$ cat config.mk
export PLATFORM = sky130hd
export DESIGN_NAME = patgen_cfg_loader_flat
export DESIGN_NICKNAME = d
export VERILOG_FILES = /design/src/rtl/patgen_cfg_loader_if.sv /design/src/rtl/patgen_cfg_loader.sv /design/src/flat_wrapper.sv
export SDC_FILE = /design/constraint.sdc
export NUM_CORES = 1
export LEC_CHECK = 0
export CORE_ASPECT_RATIO = 1.2
export CORE_MARGIN = 2
export CORE_UTILIZATION = 55
export DETAILED_ROUTE_END_ITERATION = 16
export PLACE_DENSITY = 0.85
export SLEW_MARGIN = 0
export SYNTH_ARGS = -nofsm -noshare
export SYNTH_HDL_FRONTEND = slang
export SYNTH_SLANG_ARGS = --single-unit
$ cat constraint.sdc
create_clock -name clk -period 8.97 [get_ports clk]
set_clock_uncertainty 0.1 [all_clocks]
set_input_delay 1.794 -clock clk [delete_from_list [all_inputs] [get_ports clk]]
set_output_delay 1.794 -clock clk [all_outputs]
set_load 0.03 [all_outputs]
$ cat src/rtl/patgen_cfg_loader_if.sv
// Host/generator-facing bundle for the pattern-generator config loader.
// The slave modport is the loader's view; the master modport is the host/bench view.
interface patgen_cfg_loader_if;
  logic [7:0]  cfg_numpulses;
  logic [7:0]  cfg_periode;
  logic [15:0] cfg_runlen;
  logic [15:0] cfg_idelay;
  logic [15:0] cfg_clkfac;
  logic        load;
  logic        rearm;
  logic        abort;
  logic        busy;
  logic        loaded;
  logic        pg_rfg_write;
  logic [3:0]  pg_rfg_write_address;
  logic [7:0]  pg_rfg_write_data;
  logic        pg_resn;

  modport slave (
    input  cfg_numpulses, cfg_periode, cfg_runlen, cfg_idelay, cfg_clkfac,
    input  load, rearm, abort,
    output busy, loaded, pg_rfg_write, pg_rfg_write_address, pg_rfg_write_data, pg_resn
  );

  modport master (
    output cfg_numpulses, cfg_periode, cfg_runlen, cfg_idelay, cfg_clkfac,
    output load, rearm, abort,
    input  busy, loaded, pg_rfg_write, pg_rfg_write_address, pg_rfg_write_data, pg_resn
  );
endinterface

$ cat src/rtl/patgen_cfg_loader.sv
// Snapshots a pulse configuration, streams it byte-wise onto the generator's register bus,
// then holds the generator in reset for RESET_HOLD cycles so it latches the new values.
module patgen_cfg_loader #(
  parameter int RESET_HOLD = 4
) (
  input  logic                clk,
  input  logic                rst,
  patgen_cfg_loader_if.slave  bus
);

  generate
    if (RESET_HOLD < 2 || RESET_HOLD > 255) begin : g_bad_hold
      $error("patgen_cfg_loader: RESET_HOLD must be in 2..255");
    end
  endgenerate

  localparam logic [7:0] HOLD = 8'(RESET_HOLD);

  typedef enum logic [1:0] {IDLE, WRITE, SETTLE} state_t;

  state_t          r_state;
  logic [2:0]      r_idx;
  logic [7:0]      r_cnt;
  logic [7:0][7:0] r_shadow;
  logic            r_write;
  logic [3:0]      r_addr;
  logic [7:0]      r_data;
  logic            r_resn;
  logic            r_busy;
  logic            r_loaded;

  logic [3:0]      w_addr;
  logic [7:0]      w_data;

  // Addresses run 7,8 then skip 9 and continue A..F.
  assign w_addr = (r_idx < 3'd2) ? ({1'b0, r_idx} + 4'd7) : ({1'b0, r_idx} + 4'd8);
  assign w_data = r_shadow[r_idx];

  always_ff @(posedge clk or posedge rst) begin
    if (rst) begin
      r_state  <= IDLE;
      r_idx    <= '0;
      r_cnt    <= '0;
      r_shadow <= '0;
      r_write  <= 1'b0;
      r_addr   <= '0;
      r_data   <= '0;
      r_resn   <= 1'b0;
      r_busy   <= 1'b0;
      r_loaded <= 1'b0;
    end else if (bus.abort) begin
      r_state  <= IDLE;
      r_write  <= 1'b0;
      r_resn   <= 1'b0;
      r_busy   <= 1'b0;
      r_loaded <= 1'b0;
    end else begin
      case (r_state)
        IDLE: begin
          r_write <= 1'b0;
          if (bus.load) begin
            // Element 0 is the first byte written.
            r_shadow <= {bus.cfg_clkfac[7:0], bus.cfg_clkfac[15:8],
                         bus.cfg_idelay[7:0], bus.cfg_idelay[15:8],
                         bus.cfg_runlen[7:0], bus.cfg_runlen[15:8],
                         bus.cfg_periode, bus.cfg_numpulses};
            r_idx    <= '0;
            r_state  <= WRITE;
          end else if (bus.rearm && r_loaded) begin
            r_cnt    <= '0;
            r_state  <= SETTLE;
          end
        end
        WRITE: begin
          r_write <= 1'b1;
          r_addr  <= w_addr;
          r_data  <= w_data;
          r_resn  <= 1'b0;
          r_busy  <= 1'b1;
          r_idx   <= r_idx + 3'd1;
          if (r_idx == 3'd7) begin
            r_cnt   <= '0;
            r_state <= SETTLE;
          end
        end
        SETTLE: begin
          r_write <= 1'b0;
          if (r_cnt == HOLD) begin
            r_resn   <= 1'b1;
            r_busy   <= 1'b0;
            r_loaded <= 1'b1;
            r_state  <= IDLE;
          end else begin
            r_resn <= 1'b0;
            r_busy <= 1'b1;
            r_cnt  <= r_cnt + 8'd1;
          end
        end
        default: r_state <= IDLE;
      endcase
    end
  end

  assign bus.busy                 = r_busy;
  assign bus.loaded               = r_loaded;
  assign bus.pg_rfg_write         = r_write;
  assign bus.pg_rfg_write_address = r_addr;
  assign bus.pg_rfg_write_data    = r_data;
  assign bus.pg_resn              = r_resn;

endmodule

$ cat src/flat_wrapper.sv
// flat-port wrapper written by rule: the top's interface ports become plain ports
module patgen_cfg_loader_flat 
#(
  parameter int RESET_HOLD = 4
)
  (clk, rst, bus_cfg_numpulses, bus_cfg_periode, bus_cfg_runlen, bus_cfg_idelay, bus_cfg_clkfac, bus_load, bus_rearm, bus_abort, bus_busy, bus_loaded, bus_pg_rfg_write, bus_pg_rfg_write_address, bus_pg_rfg_write_data, bus_pg_resn);
  patgen_cfg_loader_if bus_i ();
  input  logic clk;
  input  logic rst;
  input wire logic [$bits(bus_i.cfg_numpulses)-1:0] bus_cfg_numpulses;
  input wire logic [$bits(bus_i.cfg_periode)-1:0] bus_cfg_periode;
  input wire logic [$bits(bus_i.cfg_runlen)-1:0] bus_cfg_runlen;
  input wire logic [$bits(bus_i.cfg_idelay)-1:0] bus_cfg_idelay;
  input wire logic [$bits(bus_i.cfg_clkfac)-1:0] bus_cfg_clkfac;
  input wire logic [$bits(bus_i.load)-1:0] bus_load;
  input wire logic [$bits(bus_i.rearm)-1:0] bus_rearm;
  input wire logic [$bits(bus_i.abort)-1:0] bus_abort;
  output wire logic [$bits(bus_i.busy)-1:0] bus_busy;
  output wire logic [$bits(bus_i.loaded)-1:0] bus_loaded;
  output wire logic [$bits(bus_i.pg_rfg_write)-1:0] bus_pg_rfg_write;
  output wire logic [$bits(bus_i.pg_rfg_write_address)-1:0] bus_pg_rfg_write_address;
  output wire logic [$bits(bus_i.pg_rfg_write_data)-1:0] bus_pg_rfg_write_data;
  output wire logic [$bits(bus_i.pg_resn)-1:0] bus_pg_resn;
  assign bus_i.cfg_numpulses = bus_cfg_numpulses;
  assign bus_i.cfg_periode = bus_cfg_periode;
  assign bus_i.cfg_runlen = bus_cfg_runlen;
  assign bus_i.cfg_idelay = bus_cfg_idelay;
  assign bus_i.cfg_clkfac = bus_cfg_clkfac;
  assign bus_i.load = bus_load;
  assign bus_i.rearm = bus_rearm;
  assign bus_i.abort = bus_abort;
  assign bus_busy = bus_i.busy;
  assign bus_loaded = bus_i.loaded;
  assign bus_pg_rfg_write = bus_i.pg_rfg_write;
  assign bus_pg_rfg_write_address = bus_i.pg_rfg_write_address;
  assign bus_pg_rfg_write_data = bus_i.pg_rfg_write_data;
  assign bus_pg_resn = bus_i.pg_resn;
  patgen_cfg_loader #(.RESET_HOLD(RESET_HOLD)) u_core (.clk(clk), .rst(rst), .bus(bus_i));
endmodule
After elaboration in Yosys (flattened, before gate mapping)
Cells that the tools add are included.
{ "word_totals": {"reg_bits": 93, "word_cells": 78} }
{ "op_classes": {"addsub": 4, "order_cmp": 2, "n_eq_ne": 12, "mux": 27, "bitwise": 1, "reduce_logical": 15} }
{ "op_table": {"columns": ["cell", "n"], "rows": [
  ["8-bit two-way mux", 5],
  ["8-bit binary-select mux with 3-bit select", 1],
  ["8-bit case mux with 3 select lines", 1],
  ["2-bit two-way mux", 5],
  ["3-bit AND reduction", 3],
  ["3-bit nonzero test", 3],
  ["8-bit by 1-bit adder with 8-bit output (second input constant)", 1],
  ["8-bit by 3-bit equality test with 1-bit output (second input constant)", 1],
  ["1-bit two-way mux", 8],
  ["2-bit != test (second input constant)", 3],
  ["3-bit by 2-bit != test with 1-bit output (second input constant)", 2],
  ["1-bit case mux with 2 select lines", 3],
  ["2-bit case mux with 3 select lines", 1],
  ["3-bit case mux with 2 select lines", 1],
  ["6-bit AND reduction", 1],
  ["2-bit nonzero test", 3],
  ["3-bit by 3-bit adder with 4-bit output (second input constant)", 1],
  ["3-bit by 4-bit adder with 4-bit output (second input constant)", 1],
  ["3-bit by 4-bit < comparator with 1-bit output (second input constant)", 1],
  ["4-bit two-way mux", 1],
  ["2-bit by 1-bit != test with 1-bit output (second input constant)", 2],
  ["4-bit by 3-bit != test with 1-bit output (second input constant)", 1],
  ["2-bit AND reduction", 2],
  ["3-bit by 1-bit adder with 3-bit output (second input constant)", 1],
  ["9 further kinds", 9]
]} }

Longest topological paths before layout
Gate-level depths: netlist of run 1.
{ "logic_depth": {"ltp_word": 5, "mapped_depth": 7} }

Worst setup path after synthesis of run 1
OpenSTA, ideal clock, no wires.
{ "synth_timing": {"path_type": "in2reg", "startpoint": "input bus_abort", "endpoint": "register u_core.r_shadow[20] in the netlist's numbering", "arrival_ns": 2.894, "setup_slack_ns": 5.851, "stages": 5, "n_path_buf": 3, "cell_sequence": "buf_2 > nor4b_2 > buf_4 > buf_4 > mux2_2"} }
{ "synth_via": {"elab_chain_cells": 2} }
{ "synth_rtl": {"columns": ["element", "line", "source"], "rows": [
  ["from (decl)", "flat_wrapper.sv:17", "input wire logic [$bits(bus_i.abort)-1:0] bus_abort;"],
  ["1-bit inverter (no source line)", null, null],
  ["3-bit AND reduction (no source line)", null, null],
  ["to (signal assigned)", "patgen_cfg_loader.sv:63", "r_shadow <= {bus.cfg_clkfac[7:0], bus.cfg_clkfac[15:8],"],
  ["to (decl)", "patgen_cfg_loader.sv:24", "logic [7:0][7:0] r_shadow;"]
]} }
No other way between the ends.
A chain may end at the register's enable or synchronous reset.

Final worst setup path of run 1
{ "layout_timing": {"startpoint": "input bus_abort", "endpoint": "register u_core.r_shadow[13] in the netlist's numbering"} }
Same word-level chain as after synthesis.

==> reports/metrics.yaml, run 1 <==
clocking:
  tritoncts: "done"
  htreeDepth: 3
  cts.sinks: 93
  clk_latency_ns: 0.36
  hold_buffers: 0
  numCtsBuffers: 9
  cts.path.max_buffers: 2
  clk_pin_slew_ns: 0.10
  cts_resized: 0
  clock-root-buffer: "clkbuf_8"
  post_cts_buffers: 0
routing:
  via_per_inst: 5.62
  drcViolationCount: 0
  wire_per_inst_um: 17.6
  num_vias: 2665
  wl_um: 8330
  ant_nets: 0
  drtIter0Drc: 190
  firstDrtPassIters: 4
timing:
  fin_crit_sh_pct: 41.2
  max_freq_mhz: 270
  finalMaxSlewViolations: 0
  rsz0062_at_grt: "no"
  hold_viol_final: 0
  setup_viol: 0
  tightest_slew_ns: 0.955
  min_period_ns: 3.70
  setup_tns_ns: 0
  slew-limit-headroom_pct: 36.3
cells_and_area:
  area_delta_synth_final_pct: 25.5
  drive_above_1_share_pct: 22.1
  fin_cells: 474
  fill_cells: 500
  layout.nets: 453
  diodes: 0
global_route:
  antenna_found_initial: 0
  grt_max_degree: 66
  overflow: 0
  grt_first_pass_wirelength_um: 13700
  grt_util_all_layers_pct: 21.0
  grt_pass1_vias: 2837
status:
  status: "finished, final reports clean"
floorplanning:
  die_h_um: 99.7
  die-area_sq_um: 8350
  start_util_pct: 57.4
  design.core.area_sq_um: 7320
  io_pins: 85
  rows: 34
  die_x_um: 83.8
logic_synthesis:
  yosys.area.top_type: "dfrtp_1"
  synth_edf_count: 0
  syn_inst: 297
  ys_types: 40
  synth_area_sq_um: 4200
  synth_area_per_cell_sq_um: 14.1
  yosysSeqAreaShare_pct: 55.4
  synthAdderAreaFrac_pct: 1.49
  synthSimpleGateAreaFrac_pct: 5.84
  yosysMostFrequentCell: "dfrtp_1"
  yosysWarningCount: 0
  synth_xor_area_share_pct: 0.209
  synth_top_family_by_area: "multiplexers"
  syn_nets: 371
  synth_flop_cell: "dfrtp_1"
  synth_compound_area_share_pct: 6.02
  synth_top_area_share_pct: 55.4
  ys_ff_latch: 93
  ys_async_sr_fraction_pct: 100
  synthMuxAreaShare_pct: 27.7
  synth_area_leaders: "dfrtp_1 55%, mux2_2 11%, mux4_2 8.6%"
  synthTopCellsByCount: "93 x dfrtp_1, 42 x mux2_2, 22 x mux2_1, 18 x o21ai_0"
placement:
  io_buffers: 84
  gp_congestion: 0.814
  dp_cells: 458
  dp_hpwl_um: 6060
setup_path:
  path_max_fanout: 65
  startpoint_type: "input pin"
  slowest_stage: "buf_4"
  max_stage_delay_ns: 0.67
  crit_required_ns: 9.12
  end_kind: "flip-flop"
  crit_arrival_ns: 3.84
  crit_type: "in -> reg"
  cp_cell_sequence: "clkdlybuf4s50_1, nor4b_4, buf_4, mux2_2"
run:
  max-cap-violations: 0
power:
  peakVddDrop_mv: 0.193
  power_density_nw_per_um2: 232
  p_leak_nw: 2.17
worst_hold_path:
  hold_class: "reg -> reg"
[cells by family after synthesis]
kind of cell	Yosys count
xor gates and xnor gates	1
AOI/OAI and AO/OA	39
muxes	88
adders and majority gates	5
DFF	93
buffers and inverters	26
and+or+nand+nor	45
[cell usage in the layout (no fill, tap or decap), types with 2 or more instances in the layout]
cell type and count:
a211o_1 3, a21oi_1 7, a31oi_1 2, a32o_1 2, and3_1 5, buf_4 3, clkbuf_8 10, clkdlybuf4s50_1 84
clkinv_4 3, clkinvlp_4 3, dfrtp_1 93, ha_1 5, inv_1 9, mux2_1 22, mux2_2 42, mux2i_1 8
mux4_2 16, nand2_1 16, nand3_1 4, nor2_1 4, nor2b_1 2, nor3_1 5, o21ai_0 18
[final timing paths]
check	startpoint	end	slack (ns)	cells after the start
max in group asynchronous	rst	u_core.bus.pg_rfg_write_address[3]	6.02	3
worst min-delay path	u_core.r_shadow[49]	u_core.r_shadow[49]	0.39	1
worst max-delay path	bus_abort	u_core.r_shadow[13]	5.27	4
worst max register to register	u_core.r_idx[1]	u_core.r_cnt[6]	6.70	6
worst min register to register	u_core.r_shadow[49]	u_core.r_shadow[49]	0.39	1
min in group asynchronous	rst	u_core.r_cnt[0]	1.69	2
[cell type report]
type	instances	area (sq um)	area share, %
Clock buffer	10	138	2.61
Clock inverter	6	48.8	0.926
Inverter	10	40.0	0.760
Multi-Input combinational cell	178	1740	33.0
Sequential cell	93	2330	44.2
Tap cell	90	113	2.14
Timing Repair Buffer	87	863	16.4
[power breakdown]
| part | internal, mW | total, mW | switching (mW) |
|---|---|---|---|
| clock | 0.110 | 0.261 | 0.151 |
| combinational | 0.205 | 0.366 | 0.161 |
| sequential | 0.520 | 0.596 | 0.0763 |
[worst max-delay path: cells and delay by family]
family / cells / cell delay (ns)
buffers and inverters: 2 / 1.29
multiplexers: 1 / 0.41
AND/OR/NAND/NOR: 1 / 0.29
[through the flow]
stage,total power [mW],util (%),setup WS (ns),hold slack (ns),cell area [sq um]
after CTS,1.23,72.0,5.29,0.392,5270
after global routing,1.28,72.0,5.16,0.408,5270
after detailed placement,0.976,69.5,4.90,0.370,5080
after floorplan,0.829,-,4.66,0.352,4200
after global placement,0.956,69.5,4.97,0.362,5080
final,1.22,72.0,5.27,0.388,5270
[flip-flops by register name, indices dropped and copies added, names as in the netlist]
name	flops
u_core.r_shadow	64
u_core.bus.busy	1
u_core.r_state	2
u_core.bus.pg_resn	1
u_core.r_cnt	8
u_core.bus.pg_rfg_write_address	4
u_core.bus.pg_rfg_write	1
u_core.r_idx	3
u_core.bus.loaded	1
u_core.bus.pg_rfg_write_data	8
[layer usage]
metal  wire length, um  vias to the layer above  share of wire, %  track usage (%)
li1                  -                     1247                 -                -
met1              3440                     1332                41             26.9
met2              4420                       71                53             35.8
met3               295                       15               3.5             4.32
met4               173                        0               2.1             7.82
met5                 0                        -                 0                0
(Power assumes the default switching activity.)
==> inputs of run 2 (changes only) <==
CORE_UTILIZATION = 46   (was 55)
PLACE_DENSITY = 0.76   (was 0.85)
clock period = 3.15 ns   (was 8.97 ns; I/O delays follow)
==> run 2 against run 1 <==
Sequential cell count unchanged. Utilization shrank 12 points. First-iteration DRC count shrank 30%. Sequential share of layout area down 1.1 points. Register-to-register slack lost 5.6 ns. Final area up 2.6%. Largest power group unchanged. Highest routed layer unchanged.
==> reports/metrics.yaml, run 2 (synthesized netlist as in run 1, its figures left out) <==
cells_and_area:
  largest_register_ffs: 64  # unchanged
  fill_cells: 744  # was 500
  fin_area_sq_um: 5400  # was 5270 sq um
  final_cell_mix: "93 x dfrtp_1, 84 x clkdlybuf4s50_1, 42 x mux2_2"  # unchanged
  layout.nets: 456  # was 453
  diodes: 0  # unchanged
  top_register: "u_core.r_shadow"  # unchanged
  drive_above_1_share_pct: 22.3  # was 22.1%
  final_common_cell: "dfrtp_1"  # unchanged
  area_delta_synth_final_pct: 28.7  # was 25.5%
  fin_cells: 505  # was 474
power:
  power_density_nw_per_um2: 682  # was 232 nW/um^2
  peakVddDrop_mv: 0.464  # was 0.193 mV
  p_leak_nw: 2.22  # was 2.17 nW
  total_power_mw: 3.69  # was 1.22 mW
timing:
  rsz0062_at_grt: "no"  # unchanged
  min_period_ns: 2.16
  tightest_slew_ns: 0.648  # was 0.955 ns
  finalMaxSlewViolations: 0  # unchanged
  slew-limit-headroom_pct: 56.8  # was 36.3%
  max_freq_mhz: 464
  fin_crit_sh_pct: 68.4
  setup_tns_ns: 0  # unchanged
  hold_viol_final: 0  # unchanged
  setup_viol: 0  # unchanged
placement:
  post_dp_cell_area_sq_um: 5170  # was 5080 sq um
  dp_hpwl_um: 5850  # was 6060 um
  gp_congestion: 0.838  # was 0.814
  dp_cells: 491  # was 458
  io_buffers: 84  # unchanged
routing:
  drt-met1-wl_um: 3500  # was 3440 um
  firstDrtPassIters: 4  # unchanged
  top_layer_used: "met4"  # unchanged
  num_vias: 2664  # was 2,665
  wl_met3_um: 337  # was 295 um
  drtIter0Drc: 133  # was 190
  ant_nets: 0  # unchanged
  drcViolationCount: 0  # unchanged
  wl_um: 8300  # was 8330 um
  wire_per_inst_um: 16.4  # was 17.6 um
  via_per_inst: 5.28  # was 5.62
  wl_met2_um: 4320  # was 4420 um
floorplanning:
  die-area_sq_um: 9910  # was 8350 sq um
  io_pins: 85  # unchanged
  die_h_um: 109  # was 99.7 um
  rows: 38  # was 34
  die_x_um: 91.2  # was 83.8 um
  design.core.area_sq_um: 8940  # was 7320 sq um
  start_util_pct: 47.0  # was 57.4%
global_route:
  grt_pass1_vias: 2737  # was 2,837
  grt_util_all_layers_pct: 17.6  # was 21.0%
  grt_max_degree: 94  # was 66
  overflow: 0  # unchanged
  antenna_found_initial: 0  # unchanged
  grt_first_pass_wirelength_um: 13400  # was 13,700 um
clocking:
  post_cts_buffers: 0  # unchanged
  clk_pin_slew_ns: 0.08  # was 0.10 ns
  hold_buffers: 0  # unchanged
  numCtsBuffers: 9  # unchanged
  htreeDepth: 3  # unchanged
  cts.path.max_buffers: 2  # unchanged
  clk_latency_ns: 0.36  # about the same
  cts.sinks: 93  # unchanged
  tritoncts: "done"  # unchanged
  cts_resized: 0  # unchanged
  clock-root-buffer: "clkbuf_8"  # unchanged
setup_path:
  end_kind: "output pin"  # was flip-flop
  path_max_fanout: 2  # was 65
  cp_cell_sequence: "clkdlybuf4s50_1"  # was clkdlybuf4s50_1, nor4b_4, buf_4, mux2_2
  path_buf_inv: 1  # was 2
  crit_family: "buffers and inverters"  # unchanged
  crit_type: "reg -> out"  # was in -> reg
  crit_arrival_ns: 1.43  # was 3.84 ns
  startpoint_type: "flip-flop"  # was input pin
  ff2ff_setup_slack_ns: 1.10  # was 6.70 ns
  slowest_stage: "clkdlybuf4s50_1"  # was buf_4
  max_stage_delay_ns: 0.68  # was 0.67 ns
  crit_required_ns: 2.42  # was 9.12 ns
worst_hold_path:
  hold_class: "reg -> reg"  # unchanged
status:
  status: "finished, final reports clean"  # unchanged
run:
  max-cap-violations: 0  # unchanged
run 2: cell types whose count changed in the layout (fill, tap and decap cells not counted):
cell / previous run / this run
buf_12: 0 / 2
buf_4: 3 / 4
bufinv_16: 0 / 3
clkinv_4: 3 / 0
clkinvlp_4: 3 / 2
inv_4: 1 / 0
run 2: final cells by class:
cell class              instances  area [sq um]  area share (%)
clock inverters                 4          97.6            1.81
flip-flops and latches         93          2330            43.1
inverters                      10          41.3           0.764
multi-input cells             178          1740            32.2
repair buffers                 90           911            16.9
well taps                     120           150            2.78
clock buffers                  10           138            2.55
run 2: worst paths after layout:
| path | from | endpoint | cells after the start |
|---|---|---|---|
| max | u_core.bus.pg_rfg_write_data[6] | bus_pg_rfg_write_data[6] | 1 |
| min | u_core.r_shadow[2] | u_core.r_shadow[2] | 1 |
| max reg2reg | u_core.r_idx[0] | u_core.bus.pg_rfg_write_data[4] | 4 |
| min reg2reg | u_core.r_shadow[2] | u_core.r_shadow[2] | 1 |
| max in group asynchronous | rst | u_core.r_shadow[4] | 3 |
| min in group asynchronous | rst | u_core.r_cnt[2] | 3 |
run 2: power breakdown:
part           total (mW)  switching [mW]  internal, mW
clock network       0.946           0.406         0.540
logic                1.07           0.481         0.590
registers            1.67           0.187          1.48
run 2: layer usage:
layer,global-route usage (%),vias to the layer above
li1,-,1243
met3,3.80,12
met1,21.8,1347
met2,30.5,62
met4,6.49,0
met5,0,-
run 2: per-stage QoR:
step | utilization, % | hold slack, ns | setup slack (ns)
final | 60.5 | 0.389 | 0.994
after global routing | 60.5 | 0.398 | 0.938
after CTS | 60.5 | 0.392 | 0.973
after detailed placement | 57.8 | 0.371 | 0.739
after global placement | 57.8 | 0.362 | 0.764
after floorplan | - | 0.352 | 1.19
